**src/rtl/uart_pkg.sv**
```systemverilog
// Shared constants, state encodings and the clocks-per-bit helper for the 8N1 UART.
package uart_pkg;

    localparam int FRAME_BITS = 10;
    localparam int DATA_BITS  = 8;

    typedef enum logic {TX_IDLE, TX_SHIFT} uart_tx_state_t;

    typedef enum logic [1:0] {RX_IDLE, RX_START, RX_DATA, RX_STOP} uart_rx_state_t;

    // Truncating division: any fractional remainder becomes a small baud error.
    function automatic int clocks_per_bit(input int clock_freq, input int baud_rate);
        return clock_freq / baud_rate;
    endfunction

endpackage

```
**src/rtl/uart_if.sv**
```systemverilog
// Parallel-side ready/valid handshakes of the UART; the host uses master and the core uses slave.
interface uart_if;
    import uart_pkg::*;

    logic [DATA_BITS-1:0] data_in;
    logic                 data_in_valid;
    logic                 data_in_ready;
    logic [DATA_BITS-1:0] data_out;
    logic                 data_out_valid;
    logic                 data_out_ready;

    modport master (
        output data_in, data_in_valid, data_out_ready,
        input  data_in_ready, data_out, data_out_valid
    );

    modport slave (
        input  data_in, data_in_valid, data_out_ready,
        output data_in_ready, data_out, data_out_valid
    );
endinterface

```
**src/rtl/uart_receiver.sv**
```systemverilog
// UART receive path: 2-flop synchronizer, mid-bit sampling FSM and holding register.
// Define UART_FRAMING_CHECK_EN to drop frames whose stop bit samples low.
module uart_receiver import uart_pkg::*; #(
    parameter int SYMBOL_EDGE = 868
) (
    input  logic                 clk,
    input  logic                 rst_n,
    input  logic                 s_in,
    input  logic                 data_out_ready,
    output logic [DATA_BITS-1:0] data_out,
    output logic                 data_out_valid
);
    localparam int CNT_W = $clog2(SYMBOL_EDGE + 1);

    uart_rx_state_t       rx_state, rx_next;
    logic [1:0]           sync;
    logic                 rx_line, sample, hold, frame_ok, deliver;
    logic [CNT_W-1:0]     rx_count;
    logic [2:0]           rx_bit;
    logic [DATA_BITS-1:0] rx_shift;

    assign rx_line = sync[1];
    assign sample  = (rx_count == '0);
    assign deliver = (rx_state == RX_STOP) && sample && frame_ok;

    always_ff @(posedge clk or negedge rst_n) begin
        if (!rst_n) sync <= 2'b11;
        else        sync <= {sync[0], s_in};
    end

`ifdef UART_FRAMING_CHECK_EN
    // A low stop bit may leave the line low; wait for it to go high before hunting for a start bit.
    assign frame_ok = rx_line;
    always_ff @(posedge clk or negedge rst_n) begin
        if (!rst_n)                                        hold <= 1'b0;
        else if ((rx_state == RX_STOP) && sample && !rx_line) hold <= 1'b1;
        else if (rx_line)                                  hold <= 1'b0;
    end
`else
    assign frame_ok = 1'b1;
    assign hold     = 1'b0;
`endif

    always_ff @(posedge clk or negedge rst_n) begin
        if (!rst_n) rx_state <= RX_IDLE;
        else        rx_state <= rx_next;
    end

    always_comb begin
        rx_next = rx_state;
        case (rx_state)
            RX_IDLE:  if (!rx_line && !hold) rx_next = RX_START;
            RX_START: if (sample) rx_next = rx_line ? RX_IDLE : RX_DATA;
            RX_DATA:  if (sample && (rx_bit == 3'(DATA_BITS - 1))) rx_next = RX_STOP;
            RX_STOP:  if (sample) rx_next = RX_IDLE;
            default:  rx_next = RX_IDLE;
        endcase
    end

    // Counter loads half a bit on the start edge so every later sample lands mid-bit.
    always_ff @(posedge clk or negedge rst_n) begin
        if (!rst_n) begin
            rx_count <= '0;
            rx_bit   <= '0;
            rx_shift <= '0;
        end else if (rx_state == RX_IDLE) begin
            rx_bit <= '0;
            if (rx_next == RX_START) rx_count <= CNT_W'(SYMBOL_EDGE / 2);
        end else if (sample) begin
            rx_count <= CNT_W'(SYMBOL_EDGE - 1);
            if (rx_state == RX_DATA) begin
                rx_shift <= {rx_line, rx_shift[DATA_BITS-1:1]};
                rx_bit   <= rx_bit + 1'b1;
            end
        end else begin
            rx_count <= rx_count - 1'b1;
        end
    end

    // A completing frame always wins over a consumer acknowledge, so overruns overwrite.
    always_ff @(posedge clk or negedge rst_n) begin
        if (!rst_n) begin
            data_out       <= '0;
            data_out_valid <= 1'b0;
        end else if (deliver) begin
            data_out       <= rx_shift;
            data_out_valid <= 1'b1;
        end else if (data_out_ready) begin
            data_out_valid <= 1'b0;
        end
    end
endmodule

```
**src/rtl/uart_core.sv**
```systemverilog
// Full-duplex 8N1 UART: inline transmitter plus uart_receiver, parallel sides on uart_if.
// Define UART_FRAMING_CHECK_EN to discard received frames with a low stop bit.
module uart_core import uart_pkg::*; #(
    parameter int CLOCK_FREQ = 100_000_000,
    parameter int BAUD_RATE  = 115_200
) (
    input  logic  clk,
    input  logic  rst_n,
    uart_if.slave bus,
    input  logic  s_in,
    output logic  s_out
);
    localparam int SYMBOL_EDGE = clocks_per_bit(CLOCK_FREQ, BAUD_RATE);
    localparam int CNT_W       = $clog2(SYMBOL_EDGE + 1);

    uart_tx_state_t        tx_state, tx_next;
    logic [FRAME_BITS-1:0] tx_shift;
    logic [CNT_W-1:0]      tx_count;
    logic [3:0]            tx_bit;
    logic                  tx_accept, tx_bit_end;

    assign bus.data_in_ready = (tx_state == TX_IDLE);
    assign tx_accept         = bus.data_in_valid && (tx_state == TX_IDLE);
    assign tx_bit_end        = (tx_count == CNT_W'(SYMBOL_EDGE - 1));
    // Shifting in ones means the line idles high once the stop bit has gone out.
    assign s_out             = tx_shift[0];

    always_ff @(posedge clk or negedge rst_n) begin
        if (!rst_n) tx_state <= TX_IDLE;
        else        tx_state <= tx_next;
    end

    always_comb begin
        tx_next = tx_state;
        case (tx_state)
            TX_IDLE:  if (bus.data_in_valid) tx_next = TX_SHIFT;
            TX_SHIFT: if (tx_bit_end && (tx_bit == 4'(FRAME_BITS - 1))) tx_next = TX_IDLE;
            default:  tx_next = TX_IDLE;
        endcase
    end

    always_ff @(posedge clk or negedge rst_n) begin
        if (!rst_n) begin
            tx_shift <= '1;
            tx_count <= '0;
            tx_bit   <= '0;
        end else if (tx_accept) begin
            tx_shift <= {1'b1, bus.data_in, 1'b0};
            tx_count <= '0;
            tx_bit   <= '0;
        end else if (tx_state == TX_SHIFT) begin
            if (tx_bit_end) begin
                tx_count <= '0;
                tx_bit   <= (tx_next == TX_IDLE) ? 4'd0 : tx_bit + 1'b1;
                tx_shift <= {1'b1, tx_shift[FRAME_BITS-1:1]};
            end else begin
                tx_count <= tx_count + 1'b1;
            end
        end
    end

    uart_receiver #(.SYMBOL_EDGE(SYMBOL_EDGE)) u_receiver (
        .clk            (clk),
        .rst_n          (rst_n),
        .s_in           (s_in),
        .data_out_ready (bus.data_out_ready),
        .data_out       (bus.data_out),
        .data_out_valid (bus.data_out_valid)
    );
endmodule

```
**src/flat_wrapper.sv**
```systemverilog
// flat-port wrapper written by rule: the top's interface ports become plain ports
module uart_core_flat import uart_pkg::*;
#(
    parameter int CLOCK_FREQ = 100_000_000,
    parameter int BAUD_RATE  = 115_200
)
  (clk, rst_n, s_in, s_out, bus_data_in, bus_data_in_valid, bus_data_out_ready, bus_data_in_ready, bus_data_out, bus_data_out_valid);
  uart_if bus_i ();
  input  logic clk;
  input  logic rst_n;
  input  logic s_in;
  output logic s_out;
  input wire logic [$bits(bus_i.data_in)-1:0] bus_data_in;
  input wire logic [$bits(bus_i.data_in_valid)-1:0] bus_data_in_valid;
  input wire logic [$bits(bus_i.data_out_ready)-1:0] bus_data_out_ready;
  output wire logic [$bits(bus_i.data_in_ready)-1:0] bus_data_in_ready;
  output wire logic [$bits(bus_i.data_out)-1:0] bus_data_out;
  output wire logic [$bits(bus_i.data_out_valid)-1:0] bus_data_out_valid;
  assign bus_i.data_in = bus_data_in;
  assign bus_i.data_in_valid = bus_data_in_valid;
  assign bus_i.data_out_ready = bus_data_out_ready;
  assign bus_data_in_ready = bus_i.data_in_ready;
  assign bus_data_out = bus_i.data_out;
  assign bus_data_out_valid = bus_i.data_out_valid;
  uart_core #(.CLOCK_FREQ(CLOCK_FREQ), .BAUD_RATE(BAUD_RATE)) u_core (.clk(clk), .rst_n(rst_n), .bus(bus_i), .s_in(s_in), .s_out(s_out));
endmodule
```
**config.mk**
```make
export PLATFORM = sky130hd
export DESIGN_NAME = uart_core_flat
export DESIGN_NICKNAME = d
export VERILOG_FILES = /design/src/rtl/uart_pkg.sv /design/src/rtl/uart_if.sv /design/src/rtl/uart_receiver.sv /design/src/rtl/uart_core.sv /design/src/flat_wrapper.sv
export SDC_FILE = /design/constraint.sdc
export NUM_CORES = 1
export LEC_CHECK = 0
export ABC_AREA = 0
export CORE_MARGIN = 1.5
export CORE_UTILIZATION = 59
export CTS_BUF_LIST = sky130_fd_sc_hd__clkbuf_2 sky130_fd_sc_hd__clkbuf_4 sky130_fd_sc_hd__clkbuf_8
export DETAILED_ROUTE_END_ITERATION = 10
export PLACE_DENSITY = 0.78
export SETUP_SLACK_MARGIN = 0.1
export SLEW_MARGIN = 20
export SYNTH_ARGS = -nofsm -noshare
export SYNTH_HDL_FRONTEND = slang
export SYNTH_SLANG_ARGS = --single-unit
export TNS_END_PERCENT = 5
```
**constraint.sdc**
```tcl
create_clock -name clk -period 2.8 [get_ports clk]
set_input_delay 0.28 -clock clk [delete_from_list [all_inputs] [get_ports clk]]
set_output_delay 0.28 -clock clk [all_outputs]
set_load 0.01 [all_outputs]
```
### Word level (Yosys, flattened, before mapping)

Cells that the tools add are included.

* logic and storage cells: 66
* bits in read-only memories: 0
* bits in writable memories: 0
* latch bits: 0
* memories kept: 0
* output and inout bits: 11
* register bits after elaboration: 59

* shift-type cells: 0
* $lt $le $gt $ge: 0
* bitwise gates (word level): 2
* muxes and demuxes: 27
* add/sub/neg operators: 4
* equal/unequal tests: 8
* multiply operators: 0
* div/mod/pow operators: 0
* reduce and logical (&&, ||, !) cells: 14

Operators by type and width (number)
* 10-bit two-way mux: 9
* 4-bit two-way mux: 4
* 10-bit by 1-bit adder with 10-bit output (second input constant): 1
* 10-bit == test (second input constant): 1
* 10-bit zero test: 1
* 2-bit two-way mux: 5
* 2-bit nonzero test: 5
* 10-bit by 1-bit subtractor with 10-bit output (second input constant): 1
* 3-bit two-way mux: 3
* 2-bit one-hot mux with 4 select lines: 1
* 4-bit by 1-bit adder with 4-bit output (second input constant): 1
* 2-bit by 1-bit == test with 1-bit output (second input constant): 2
* 2-bit == test (second input constant): 2
* 4-bit == test (second input constant): 1
* 1-bit logical AND: 4
* 1-bit two-way mux: 4
* 2-bit AND reduction: 2
* 3-bit by 1-bit adder with 3-bit output (second input constant): 1
* 3-bit == test (second input constant): 1
* 3-bit AND reduction: 1
* 2-bit zero test: 1
* 2-bit by 1-bit != test with 1-bit output (second input constant): 1
* 1-bit inverter: 2
* 1-bit one-hot mux with 2 select lines: 1

### Depth between registers and ports, before layout

* depth after elaboration: 8
* gate-level depth with buffers: 7

### By module

From an unflattened synthesis, not the netlist that was laid out.

* cells, all modules: 261
* area, all modules: 2821.5 um^2

Modules (own cells, without submodules)
* uart_receiver: area each 1554.0 um^2, instances 1, cells an instance 128
* uart_core: area each 1267.5 um^2, instances 1, cells an instance 133

### Worst setup path before layout

OpenSTA, ideal clock, no wires.

* kind: flip-flop to flip-flop
* start point: register u_core.u_receiver.rx_count[0]
* end point: register u_core.u_receiver.data_out[0]
* period minus slack after synthesis: 1.969 ns
* library setup time: 0.125 ns
* required time: 2.675 ns
* setup slack: 0.831 ns
* arrival time: 1.844 ns
* buffers on the path: 1
* stages on the path, launching flop included: 8
* cells stage by stage: dfrtp_1 inv_1 ha_1 nor3b_4 and3_1 and3_1 buf_4 mux2_2

* word-level cells in the longest chain between the ends: 2

Ends and longest elaborated chain
* start, declared: RTL line uart_receiver.sv:18 `logic [CNT_W-1:0] rx_count;`
* start signal, assigned: RTL line uart_receiver.sv:68 `if (rx_next == RX_START) rx_count <= CNT_W'(SYMBOL_EDGE / 2);`
* start signal, assigned: RTL line uart_receiver.sv:70 `rx_count <= CNT_W'(SYMBOL_EDGE - 1);`
* start signal, assigned: RTL line uart_receiver.sv:76 `rx_count <= rx_count - 1'b1;`
* 10-bit zero test: RTL line uart_receiver.sv:23 `assign sample = (rx_count == '0);`
* 1-bit logical AND: RTL line uart_receiver.sv:24 `assign deliver = (rx_state == RX_STOP) && sample && frame_ok;`
* end signal, assigned: RTL line uart_receiver.sv:86 `data_out <= rx_shift;`
* end, declared: RTL line uart_receiver.sv:10 `output logic [DATA_BITS-1:0] data_out,`

No other way between the ends.
A chain may end at the register's enable or synchronous reset.

### Worst setup path in the final report

* start point: register u_core.u_receiver.rx_count[0]
* end point: register u_core.u_receiver.data_out[2]

The elaborated chain is that of the path after synthesis.

==> results_dict.tcl <==
set metrics [dict create \
    status "finished, final reports clean" \
    grt-ovfl-total 0 \
    grt_pass1_wl_mm 9.19 \
    synth_top_family_by_area "simple AND/OR/NAND/NOR gates" \
    path_class "flop to flop" \
    crit_fanout 9 \
    post-route-util 0.736 \
    vias_per_cell 5.93 \
    relSlewSlack 0.532 \
    post_synth_and_or_nand_nor_area_fraction 0.202 \
    power_density_mw_per_mm2 670 \
    antenna_left 0 \
    max-vdd-ir-drop_mv 0.465 \
    startpoint_type "flop" \
    synth-seq-cells 58 \
    drc 0 \
    cp-end-kind "flop" \
    layout_setup_ws_ns 0.492 \
    cts_buffer_depth 2 \
    netlist_instances 263 \
    fin_area_mm2 0.00327 \
    met1_usage 0.313 \
    synth_compound_area_frac 0.132 \
    root_buffer "clkbuf_8" \
    cp_data_arrival_time_ns 2.52 \
    nets 311 \
    cts.sinks 58 \
    max_cap_violations 0 \
    slew_violations 0 \
    io_pins 24 \
    routabilityCongestion 0.897 \
    ys.flop_type "dfrtp_1" \
    synth_xor_area_frac 0.00633 \
    tightest_slew_ns 0.699 \
    cts-htree-levels 3 \
    die_area_mm2 0.00511 \
    io_buffers 23 \
    wl_mm 5.38 \
    hpwl_mm 3.63 \
    post-route-period-util 0.824 \
    syn-num-nets 282 \
    antenna_found_initial 0 \
    die_x_um 71.5 \
    wl_per_cell_um 15.4 \
    yosysWarningCount 0 \
    use_met2 0.373 \
    dpl_cell_area_mm2 0.00304 \
    grt_pass1_vias 1979 \
    rsz0062_at_grt "no" \
    pre_cts_slack_ns 0.540 \
    dr.pass1.iters 5 \
    vias 2070 \
    syn_area_per_cell_um2 10.5 \
    cts.clk_slew.worst_paths_ns 0.07 \
    p_leak_uw 0.00150 \
    met3_usage 0.0506 \
    grt_max_degree 23 \
    finalCriticalPeriod_ns 2.31 \
    std_cell_rows 24 \
    netlist-cell-type-count 51 \
    synthAdderAreaFrac 0.0271 \
    fin_tns_setup_ns 0 \
    crit_start "u_core.u_receiver.rx_count[0]$_DFFE_PN0P_" \
    setup_viol 0 \
    fp.dieH_um 71.5 \
    worstSkewPairLatency_ns 0.34 \
    drt_iter0_markers 132 \
    cts_tree "done" \
    hold_path.startpoint "s_in" \
    start_util 0.623 \
    r2r_start "u_core.u_receiver.rx_count[0]$_DFFE_PN0P_" \
    diodes 0 \
    drive_above_1_share 0.185 \
    cts_buffers 9 \
    async_flop_share 1.00 \
    crit_required_ns 3.01 \
    hp-class "input pin to flop" \
    cts_post_setup_buffers_inserted 0 \
    area_delta_synth_final_pct 18.1 \
    synth_mux_area_frac 0.0764 \
    fin_worst_skew_ns 0.00859 \
    seq_area_frac_synth 0.529 \
    core-area_mm2 0.00444 \
    synth_edf_count 0 \
    fmax_mhz 433 \
    grt-busiest-layer "met2" \
    syn_area_mm2 0.00277 \
    hold_violations 0 \
    grt_use_total 0.236 \
]
[cell type report]
| class | instances | area [µm²] |
|---|---|---|
| timing repair buffer | 28 | 265 |
| clock inverter | 5 | 77.6 |
| inverter | 6 | 22.5 |
| fill | 306 | 1170 |
| tap | 52 | 65.1 |
| clock buffer | 11 | 145 |
| sequential | 58 | 1470 |
| multi-input combinational | 189 | 1230 |
[metrics by stage]
step	cells	total power [µW]	hold slack, ns
final	349	2190	0.350
after CTS	349	2200	0.345
after floorplan	263	1250	-0.0156
after global placement	332	1320	0.263
after global routing	349	2290	0.358
after detailed placement	332	1340	0.264
[what timing repair did]
item                                    CTS  global route
hold buffers                              1             0
endpoints found under the setup margin    0             0
gates resized for setup                   0             0
endpoints found under the hold margin    19             0
[where the power goes]
group	switching, µW	internal, µW	total, µW
logic	127	123	250
clock network	329	532	861
registers	115	965	1080
total	570	1620	2190
[cells by family (layout without fill, tap and decap cells)]
family                     Yosys count  in the layout
DFF                                 58             58
and+or+nand+nor                    105            105
muxes                               19             19
buffers and inverters               16             50
adders and majority gates            6              6
AOI/OAI and AO/OA                   57             57
xor gates and xnor gates             2              2
[path summary, 6_finish.rpt]
kind	slack (ns)	endpoint	cells past startpoint
min in group asynchronous	0.43	u_core.u_receiver.rx_count[1]$_DFFE_PN0P_	2
max in group asynchronous	1.67	u_core.u_receiver.sync[0]$_DFF_PN1_	3
max reg2reg	0.49	u_core.u_receiver.data_out[2]$_DFFE_PN0P_	6
min	0.35	u_core.u_receiver.sync[0]$_DFF_PN1_	1
min reg2reg	0.36	u_core.u_receiver.sync[1]$_DFF_PN1_	0
max	0.49	u_core.u_receiver.data_out[2]$_DFFE_PN0P_	6
[metal layers]
metal | wire [µm] | vias up
met2 | 2600 | 49
met1 | 2470 | 996
li1 | - | 1017
met3 | 216 | 8
met5 | 0 | -
met4 | 88 | 0
[cells in the final DEF, fill, tap and decap left out, types with 6 or more instances in the layout]
master,instances
nor2_1,13
nor3_1,6
nand3_1,10
dfrtp_1,47
a31oi_1,8
ha_1,6
clkdlybuf4s50_1,22
nand2_1,43
dfstp_2,11
o21ai_0,14
mux2_2,17
a21oi_1,11
clkbuf_8,10
[synthesized netlist by cell type (all sizes together) (3+ instances only)]
master,count,area share
a21oi,11,0.020
a22o,3,0.0095
a22oi,3,0.0081
a31oi,8,0.018
and3,5,0.011
buf,4,0.010
clkbuf,6,0.0081
dfrtp,47,0.42
dfstp,11,0.10
ha,6,0.027
inv,5,0.0068
mux2,17,0.069
nand2,43,0.058
nand3,10,0.018
nand4,4,0.0090
nor2,13,0.018
nor3,6,0.011
nor4,4,0.014
o21ai,14,0.025
o221ai,3,0.0095
o31ai,3,0.0081
or3,3,0.0068
[flip-flops by register name, summed over array words and instances, names as in the netlist]
name	count
u_core.u_receiver.data_out_valid	1
u_core.u_receiver.rx_bit	3
u_core.u_receiver.rx_count	10
u_core.u_receiver.rx_shift	8
u_core.tx_bit	4
u_core.u_receiver.sync	2
u_core.u_receiver.data_out	8
u_core.tx_count	10
u_core.tx_shift	9
u_core.u_receiver.rx_state	2
u_core.tx_state	1
[worst max-delay path, cell delays in order (launching register included)]
cell and delay [ns]:
dfrtp_1 0.40, inv_1 0.12, ha_1 0.24, nor3b_4 0.36, and3_1 0.24, and3_1 0.43
mux2_2 0.39
(Power assumes the default switching activity.)
